--- src/rtl/pir_alarm_ctrl_n.sv ---
// N-channel PIR motion alarm controller: per-channel debounce, armed/alarm/cooldown FSM,
// buzzer timeout, sticky trigger LEDs and peak/last/event statistics for the display path.
module pir_alarm_ctrl_n #(
    parameter int unsigned NUM_SENSORS = 3,
    parameter int unsigned DATA_W      = 7,
    parameter int unsigned THRESHOLD   = 50,
    parameter int unsigned DEBOUNCE    = 2,
    parameter int unsigned BUZZ_CYCLES = 100,
    parameter int unsigned HOLDOFF     = 16,
    parameter int unsigned EVT_W       = 8,
    localparam int unsigned ID_W = (NUM_SENSORS > 1) ? $clog2(NUM_SENSORS) : 1
) (
    input  logic                          clk,
    input  logic                          rst_n,
    input  logic                          arm,
    input  logic                          stop_alarm,
    input  logic                          clear_stats,
    input  logic [NUM_SENSORS*DATA_W-1:0] pir_data,
    output logic [NUM_SENSORS-1:0]        led,
    output logic                          buzzer,
    output logic [1:0]                    state,
    output logic [DATA_W-1:0]             peak_value,
    output logic [ID_W-1:0]               peak_id,
    output logic [DATA_W-1:0]             last_value,
    output logic [ID_W-1:0]               last_id,
    output logic [EVT_W-1:0]              event_count
);

    localparam int unsigned CNT_W   = $clog2(DEBOUNCE + 1);
    localparam int unsigned TMR_MAX = (BUZZ_CYCLES > HOLDOFF) ? BUZZ_CYCLES : HOLDOFF;
    localparam int unsigned TMR_W   = $clog2(TMR_MAX + 1);

    typedef enum logic [1:0] {
        StDisarmed = 2'd0,
        StArmed    = 2'd1,
        StAlarm    = 2'd2,
        StCooldown = 2'd3
    } state_e;

    logic [DATA_W-1:0]      ch_val [NUM_SENSORS];
    logic [NUM_SENSORS-1:0] above;
    logic [NUM_SENSORS-1:0] trig;
    logic                   any_trig;
    logic [CNT_W-1:0]       cnt_q [NUM_SENSORS];

    logic [ID_W-1:0]        first_id;
    logic [DATA_W-1:0]      first_val;
    logic [ID_W-1:0]        max_id;
    logic [DATA_W-1:0]      max_val;
    logic                   alarm_exit;

    state_e                 state_q;
    logic [TMR_W-1:0]       tmr_q;
    logic [NUM_SENSORS-1:0] led_q;
    logic                   buzzer_q;
    logic [DATA_W-1:0]      peak_value_q;
    logic [ID_W-1:0]        peak_id_q;
    logic [DATA_W-1:0]      last_value_q;
    logic [ID_W-1:0]        last_id_q;
    logic [EVT_W-1:0]       evt_q;

    always_comb begin
        for (int i = 0; i < int'(NUM_SENSORS); i++) begin
            ch_val[i] = pir_data[i*DATA_W +: DATA_W];
            above[i]  = 32'(ch_val[i]) >= THRESHOLD;
            trig[i]   = cnt_q[i] == CNT_W'(DEBOUNCE);
        end
    end

    assign any_trig = |trig;

    // Debounce counters run in every state so a held input triggers immediately on arming.
    always_ff @(posedge clk or negedge rst_n) begin
        if (!rst_n) begin
            for (int i = 0; i < int'(NUM_SENSORS); i++) begin
                cnt_q[i] <= '0;
            end
        end else begin
            for (int i = 0; i < int'(NUM_SENSORS); i++) begin
                if (!above[i]) begin
                    cnt_q[i] <= '0;
                end else if (cnt_q[i] != CNT_W'(DEBOUNCE)) begin
                    cnt_q[i] <= cnt_q[i] + CNT_W'(1);
                end
            end
        end
    end

    // Lowest-index trigger feeds last_*; max value with lowest-index tie-break feeds peak_*.
    always_comb begin
        logic found;
        found     = 1'b0;
        first_id  = '0;
        first_val = '0;
        max_id    = '0;
        max_val   = '0;
        for (int i = int'(NUM_SENSORS) - 1; i >= 0; i--) begin
            if (trig[i]) begin
                first_id  = ID_W'(i);
                first_val = ch_val[i];
            end
        end
        for (int i = 0; i < int'(NUM_SENSORS); i++) begin
            if (trig[i] && (!found || ch_val[i] > max_val)) begin
                found   = 1'b1;
                max_id  = ID_W'(i);
                max_val = ch_val[i];
            end
        end
    end

    assign alarm_exit = (state_q == StAlarm) &&
                        (!arm || stop_alarm || tmr_q == TMR_W'(BUZZ_CYCLES - 1));

    always_ff @(posedge clk or negedge rst_n) begin
        if (!rst_n) begin
            state_q      <= StDisarmed;
            tmr_q        <= '0;
            led_q        <= '0;
            buzzer_q     <= 1'b0;
            peak_value_q <= '0;
            peak_id_q    <= '0;
            last_value_q <= '0;
            last_id_q    <= '0;
            evt_q        <= '0;
        end else begin
            unique case (state_q)
                StDisarmed: begin
                    if (arm) begin
                        state_q <= StArmed;
                    end
                end
                StArmed: begin
                    if (!arm) begin
                        state_q <= StDisarmed;
                    end else if (any_trig) begin
                        state_q  <= StAlarm;
                        buzzer_q <= 1'b1;
                        tmr_q    <= '0;
                    end
                end
                StAlarm: begin
                    led_q <= led_q | trig;
                    tmr_q <= tmr_q + TMR_W'(1);
                    if (!arm) begin
                        state_q <= StDisarmed;
                    end else if (alarm_exit) begin
                        state_q <= StCooldown;
                    end
                    if (alarm_exit) begin
                        led_q    <= '0;
                        buzzer_q <= 1'b0;
                        tmr_q    <= '0;
                    end
                end
                StCooldown: begin
                    tmr_q <= tmr_q + TMR_W'(1);
                    if (!arm) begin
                        state_q <= StDisarmed;
                        tmr_q   <= '0;
                    end else if (tmr_q == TMR_W'(HOLDOFF - 1)) begin
                        state_q <= StArmed;
                        tmr_q   <= '0;
                    end
                end
            endcase

            if (state_q == StAlarm && any_trig) begin
                last_value_q <= first_val;
                last_id_q    <= first_id;
                if (max_val > peak_value_q) begin
                    peak_value_q <= max_val;
                    peak_id_q    <= max_id;
                end
            end

            if (alarm_exit && evt_q != '1) begin
                evt_q <= evt_q + EVT_W'(1);
            end

            // Clearing wins over any same-cycle statistic update or event increment.
            if (clear_stats) begin
                peak_value_q <= '0;
                peak_id_q    <= '0;
                last_value_q <= '0;
                last_id_q    <= '0;
                evt_q        <= '0;
            end
        end
    end

    assign led         = led_q;
    assign buzzer      = buzzer_q;
    assign state       = state_q;
    assign peak_value  = peak_value_q;
    assign peak_id     = peak_id_q;
    assign last_value  = last_value_q;
    assign last_id     = last_id_q;
    assign event_count = evt_q;

endmodule

--- config.mk ---
export PLATFORM = sky130hd
export DESIGN_NAME = pir_alarm_ctrl_n
export DESIGN_NICKNAME = d
export VERILOG_FILES = /design/src/rtl/pir_alarm_ctrl_n.sv
export SDC_FILE = /design/constraint.sdc
export NUM_CORES = 1
export LEC_CHECK = 0
export BUFFER_PORTS_ARGS = -buffer_cell sky130_fd_sc_hd__buf_2
export CELL_PAD_IN_SITES_DETAIL_PLACEMENT = 0
export CELL_PAD_IN_SITES_GLOBAL_PLACEMENT = 1
export CORE_UTILIZATION = 47
export CTS_BUF_LIST = sky130_fd_sc_hd__clkbuf_4 sky130_fd_sc_hd__clkbuf_8
export DETAILED_ROUTE_END_ITERATION = 16
export HOLD_SLACK_MARGIN = 0.15
export MAX_ROUTING_LAYER = met4
export PLACE_DENSITY_LB_ADDON = 0.1
export SYNTH_ARGS = -nofsm -noshare
export SYNTH_HDL_FRONTEND = slang
export SYNTH_SLANG_ARGS = --single-unit
--- constraint.sdc ---
create_clock -name clk -period 10.9 [get_ports clk]
set_input_delay 2.18 -clock clk [delete_from_list [all_inputs] [get_ports clk]]
set_output_delay 2.18 -clock clk [all_outputs]
set_load 0.02 [all_outputs]
==> results of run 1 <==
## registers in the layout (all words and copies together), names as in the netlist
register and count:
event_count 8, last_value 7, peak_id 2, peak_value 7
buzzer 1, led 3, cnt_q 6, tmr_q 7
state 2, last_id 2
## worst min-delay path by stage
| stage | startpoint | endpoint | slack (ns) | cells past startpoint |
|---|---|---|---|---|
| 2_1_floorplan | tmr_q[3] | tmr_q[3] | 0.49 | 1 |
| 3_3_place_gp | led[1] | led[1] | 0.50 | 2 |
| 6_report | last_value[0] | last_value[0] | 0.52 | 2 |
| 5_1_grt | last_value[5] | last_value[5] | 0.54 | 2 |
| 3_5_place_dp | last_value[0] | last_value[0] | 0.50 | 2 |
| 4_1_cts | last_value[0] | last_value[0] | 0.52 | 2 |
## per-layer routing
metal | track usage [%] | share of wire, %
met5 | - | 0
met4 | 5.00 | 1.1
met3 | 4.51 | 4.3
met2 | 35.4 | 44
met1 | 33.2 | 50
## area by class of cell
type,count,area [sq um],share of cell area [%]
Inverter,23,86.3,2.51
Timing Repair Buffer,58,293,8.52
Tap cell,77,96.3,2.81
Sequential cell,45,1130,32.8
Multi-Input combinational cell,246,1740,50.7
Clock buffer,5,68.8,2.00
Clock inverter,3,21.3,0.619
## cell families after synthesis
| family | synth area share [%] |
|---|---|
| AO/OA/AOI/OAI | 23.1 |
| XOR/XNOR | 2.29 |
| adder cells (fa/ha/maj) | 10.6 |
| buffers and inverters | 6.10 |
| flip-flops | 36.9 |
| multiplexers | 3.32 |
| AND/OR/NAND/NOR | 17.6 |
## metrics by stage
step	total power [mW]	hold WS (ns)	setup WS, ns	utilization, %	cells
after global placement	0.535	0.501	4.07	53.0	449
after global routing	0.704	0.544	3.89	54.4	457
final	0.642	0.517	4.24	54.4	457
after CTS	0.649	0.525	4.30	54.4	457
after floorplan	0.465	0.486	4.96	-	328
after detailed placement	0.540	0.504	3.98	53.0	449
## power by group through the flow
stage | clock, mW | sequential (mW) | combinational (mW)
after floorplan | 0 | 0.227 | 0.238
after global routing | 0.118 | 0.216 | 0.370
after global placement | 0 | 0.215 | 0.320
final | 0.107 | 0.212 | 0.323
after detailed placement | 0 | 0.215 | 0.324
after CTS | 0.112 | 0.212 | 0.325
## synth_stat cells, drive strengths merged, types with 2 or more instances
cell type / n / area share [%]
inv: 22 / 2.7
nor3b: 2 / 0.49
nand2: 25 / 3.1
buf: 10 / 2.8
nand4: 4 / 0.82
nor2: 27 / 3.3
o21ai: 11 / 1.8
a22o: 2 / 0.57
a2111oi: 5 / 1.4
nor3: 3 / 0.66
ha: 26 / 11
and3: 4 / 0.82
xor2: 3 / 0.86
o221ai: 7 / 3.4
nand3: 18 / 2.9
o211ai: 6 / 1.9
or3: 4 / 0.82
a211oi: 3 / 0.74
xnor2: 5 / 1.4
clkbuf: 4 / 0.49
a22oi: 12 / 2.9
nand3b: 5 / 1.6
a21o: 4 / 0.98
dfrtp: 45 / 37
and2: 2 / 0.49
a21oi: 30 / 5.0
nor2b: 2 / 0.41
nand2b: 4 / 0.82
a31oi: 7 / 1.4
mux2i: 9 / 2.9
## worst min-delay path, stage by stage (launching register included)
cell     delay, ns
dfrtp_1       0.35
a21oi_1       0.06
nor2_1        0.08
==> flow_summary.yaml, run 1 <==
routing:
  postRouteAntennaNets: 0
  post_drt_via_cell_ratio: 5.72
  drt_wl_total_mm: 7.18
  first_pass_iters: 4
  first_iter_violations: 139
  vias: 2614
  wire_per_inst_um: 15.7
  drc: 0
timing:
  slew_headroom_pct: 32.4
  fmax_mhz: 150
  tns_ns: 0
  grt_setup_unrepaired: "no"
  finalSetupViolations: 0
  clock_skew_ns: 0.00592
  fin_crit_sh_pct: 61.1
  worst_pin_slew_ns: 1.01
  finalHoldViolations: 0
  drv_slew: 0
  fin_crit_ns: 6.66
global_route:
  grt_usage_pct: 23.6
  grt_pass1_wl_mm: 11.8
  grt_overflow: 0
  first_global_vias: 2414
  antenna_found_initial: 0
  grt_max_degree: 46
synthesis:
  ys_ff_latch: 45
  ys_seq_area_share_pct: 36.9
  synth_area_per_cell_sq_um: 9.32
  ys_async_sr_fraction_pct: 100
  yosys_warnings: 0
  synth_edf_count: 0
  synthCells: 328
  synthDistinctLibCells: 55
  syn_nets: 380
  synthFlopType: "dfrtp_1"
  synth_area_sq_um: 3060
status:
  status: "finished, final reports clean"
critical_path:
  max_stage_delay_ns: 0.62
  worst_path_most_repeated_cell: "ha_1"
  path_delay_family: "compound AO/OA/AOI/OAI gates"
  path_cells: "buf_2 -> nand2_1 -> ha_1 -> nand4_1 -> a21oi_1 -> a2bb2oi_1 -> a22oi_1 -> ha_1 -> nand4_1 -> a21o_1 -> a31oi_1 -> buf_4 -> mux2i_1 -> ha_1 -> a211oi_1 -> o21bai_1 -> o211ai_4 -> or3_1 -> o221ai_2"
  cp.depth: 19
  r2r_start: "cnt_q[4]"
  r2r-end: "peak_value[2]"
  worst_setup_path_start_kind: "primary input"
  crit_required_ns: 11.08
  critPathCaptureType: "flip-flop"
  crit_buf_inv: 2
  crit_type: "in -> reg"
  worst-endpoint-arrival_ns: 6.84
  crit_slowest_cell: "a2bb2oi_1"
  crit_path_start: "pir_data[6]"
  worst-path-max-fanout: 12
  r2r_slack_ns: 5.01
  reg2reg_depth: 20
  cp-endpoint: "peak_value[2]"
floorplan:
  initial_utilization_pct: 48.4
  row_count: 29
  dieWidth_um: 82.6
  io_pins: 58
  dieArea_sq_um: 6830
  design.core.area_sq_um: 6310
  die_y_um: 82.6
cells_and_area:
  final_common_cell: "buf_2"
  fin_nets: 431
  antenna_cells: 0
  layout_common_cells: "buf_2 (57), dfrtp_1 (45), a21oi_1 (29)"
  area_growth_pct: 12.4
  final_area_sq_um: 3430
  drive_gt1_share_pct: 21.3
  n_fill_cell: 627
pwr:
  p_switching_uw: 281
  pwr-share-comb_pct: 50.3
  p_leak_nw: 1.64
  powerDensity_nw_per_um2: 187
  ir_worst_vdd_mv: 0.0794
  p_sw_share_pct: 43.9
  p_clk_share_pct: 16.7
  seqPwrFrac_pct: 33.0
  p_int_uw: 360
clock_tree:
  clk_path_buf_depth: 2
  clk_pin_slew_worst_paths_ns: 0.09
  post_cts_buffers: 0
  ctsResizeCount: 0
  tritoncts: "done"
  clock_sinks: 45
  clkLatencyLatePin_ns: 0.30
  hold_buffers: 0
  cts_root_buf: "clkbuf_8"
  htree_levels: 2
  cts_buffers: 5
place:
  gp_congestion: 0.821
  post_dp_cell_area_sq_um: 3340
  dp_hpwl_mm: 5.47
  portBuffers: 57
run:
  maxCapViolations: 0
hold_path:
  hp-class: "reg -> reg"
(Power assumes the default switching activity.)
==> inputs of run 2 (changes only) <==
--- a/config.mk
+++ b/config.mk
@@ -8,7 +8,7 @@
 export BUFFER_PORTS_ARGS = -buffer_cell sky130_fd_sc_hd__buf_2
 export CELL_PAD_IN_SITES_DETAIL_PLACEMENT = 0
 export CELL_PAD_IN_SITES_GLOBAL_PLACEMENT = 1
-export CORE_UTILIZATION = 47
+export CORE_UTILIZATION = 39
 export CTS_BUF_LIST = sky130_fd_sc_hd__clkbuf_4 sky130_fd_sc_hd__clkbuf_8
 export DETAILED_ROUTE_END_ITERATION = 16
 export HOLD_SLACK_MARGIN = 0.15
==> constraint.sdc (replaced) <==
create_clock -name clk -period 6 [get_ports clk]
set_input_delay 1.2 -clock clk [delete_from_list [all_inputs] [get_ports clk]]
set_output_delay 1.2 -clock clk [all_outputs]
set_load 0.02 [all_outputs]
==> flow_summary.yaml, run 2 (same netlist as run 1, synthesis figures left out) <==
cells_and_area:
  layout_common_cells: "buf_2 (57), dfrtp_1 (45), a21oi_1 (29)"
  drive_gt1_share_pct: 22.6
  largest_reg_flops: 8
  n_fill_cell: 742
  finalCoreUtilization_pct: 47.5
  final_area_sq_um: 3520
  fin_nets: 436
  finalNonFillerCells: 484
  final_common_cell: "buf_2"
  antenna_cells: 0
  area_growth_pct: 15.2
timing:
  tns_ns: 0
  finalSetupViolations: 0
  fin_crit_sh_pct: 89.9
  grt_setup_unrepaired: "no"
  fin_crit_ns: 5.39
  clock_skew_ns: 0.00479
  worst_pin_slew_ns: 0.584
  finalHoldViolations: 0
  timing.final.ws_setup_ns: 0.605
  slew_headroom_pct: 60.1
  hold_ws_ns: 0.516
  fmax_mhz: 185
  drv_slew: 0
global_route:
  grt_overflow: 0
  grt_pass1_wl_mm: 12.9
  grt_usage_pct: 20.5
  antenna_found_initial: 0
  grt_max_degree: 46
  first_global_vias: 2586
clock_tree:
  tritoncts: "done"
  clkLatencyLatePin_ns: 0.30
  cts_buffers: 5
  clock_sinks: 45
  htree_levels: 2
  clk_pin_slew_worst_paths_ns: 0.09
  hold_buffers: 0
  cts_root_buf: "clkbuf_8"
  clk_path_buf_depth: 2
floorplan:
  initial_utilization_pct: 41.2
  die_y_um: 90.5
  dieArea_sq_um: 8190
  row_count: 31
  dieWidth_um: 90.5
  io_pins: 58
  design.core.area_sq_um: 7410
pwr:
  p_int_uw: 672
  ir_worst_vdd_mv: 0.143
  p_leak_nw: 1.66
  pwr-share-comb_pct: 51.3
  p_sw_share_pct: 44.0
  powerDensity_nw_per_um2: 341
  seqPwrFrac_pct: 32.1
  p_clk_share_pct: 16.6
  power.total_mw: 1.20
  p_switching_uw: 528
critical_path:
  worst-endpoint-arrival_ns: 5.57
  critPathCaptureType: "flip-flop"
  worst_path_most_repeated_cell: "ha_1"
  worst-path-max-fanout: 16
  worst_setup_path_start_kind: "flip-flop"
  r2r_slack_ns: 0.61
  reg2reg_depth: 21
  crit_type: "reg -> reg"
  max_stage_delay_ns: 0.48
  r2r_start: "cnt_q[4]"
  path_cells: "inv_1 -> ha_1 -> nand2_1 -> ha_1 -> a21oi_1 -> o211ai_1 -> o2bb2ai_1 -> a22oi_1 -> ha_1 -> nand3b_1 -> a21o_1 -> a31oi_1 -> buf_12 -> mux2i_1 -> ha_1 -> a211oi_1 -> o21bai_1 -> o211ai_4 -> buf_4 -> nand3b_4 -> o221ai_2"
  crit_required_ns: 6.18
  crit_slowest_cell: "ha_1"
  r2r-end: "peak_value[1]"
routing:
  first_iter_violations: 100
  first_pass_iters: 4
  drt_wl_total_mm: 7.63
  post_drt_via_cell_ratio: 5.52
  drc: 0
  vias: 2670
  wire_per_inst_um: 15.8
  postRouteAntennaNets: 0
hold_path:
  hold_depth: 2
  hp-class: "reg -> reg"
  whs_endpoint: "led[1]"
  hold_start: "led[1]"
place:
  dp_hpwl_mm: 5.90
  dpl.cell_count: 476
  post_dp_cell_area_sq_um: 3420
  pre_cts_ws_ns: 0.0783
  portBuffers: 57
  gp_congestion: 0.830
run:
  maxCapViolations: 0
status:
  status: "finished, final reports clean"
-- run 2: how the worst max path moves through the flow --
stage | endpoint | startpoint | cells after the start | slack (ns)
2_1_floorplan | peak_value[0] | pir_data[6] | 19 | 1.04
4_1_cts | peak_value[6] | cnt_q[4] | 20 | 0.38
6_report | peak_value[1] | cnt_q[4] | 21 | 0.61
3_3_place_gp | peak_value[6] | pir_data[6] | 19 | 0.17
5_1_grt | peak_value[4] | cnt_q[4] | 21 | 0.17
3_5_place_dp | peak_value[1] | pir_data[6] | 20 | 0.08
-- run 2: metal layers --
layer | wire, um | vias to the layer above | GRT usage, % | share of wire, %
li1 | - | 1320 | - | -
met1 | 3930 | 1285 | 29.1 | 51
met2 | 3370 | 57 | 29.9 | 44
met3 | 225 | 8 | 2.69 | 2.9
met4 | 108 | 0 | 7.26 | 1.4
met5 | 0 | - | - | 0
-- run 2: layout make-up --
type	instances	area, sq um	area share, %
multi-input combinational	246	1750	49.7
sequential	45	1130	32.0
timing repair buffer	63	343	9.74
tap	99	124	3.52
inverter	23	86.3	2.45
clock buffer	5	68.8	1.96
clock inverter	3	21.3	0.605
-- run 2: critical path, delay by kind of cell, from the launching register on --
family,cells,cell delay (ns)
AND/OR/NAND/NOR,3,0.50
AO/OA/AOI/OAI,10,2.26
flip-flops,1,0.40
buffers and inverters,3,0.45
multiplexers,1,0.22
adder cells (fa/ha/maj),4,1.46
-- run 2: what timing repair did --
action | CTS | global route
setup endpoints to repair | 0 | 8
resized for setup | 0 | 1
setup buffers | 0 | 0
endpoints found under the hold margin | 0 | 0
-- run 2: power groups by stage --
stage               Sequential [mW]  Clock, mW  Combinational [mW]
detailed placement            0.392          0               0.615
CTS                           0.386      0.205               0.618
global placement              0.390          0               0.607
finish                        0.385      0.199               0.616
floorplan                     0.412          0               0.433
global route                  0.394      0.216               0.698
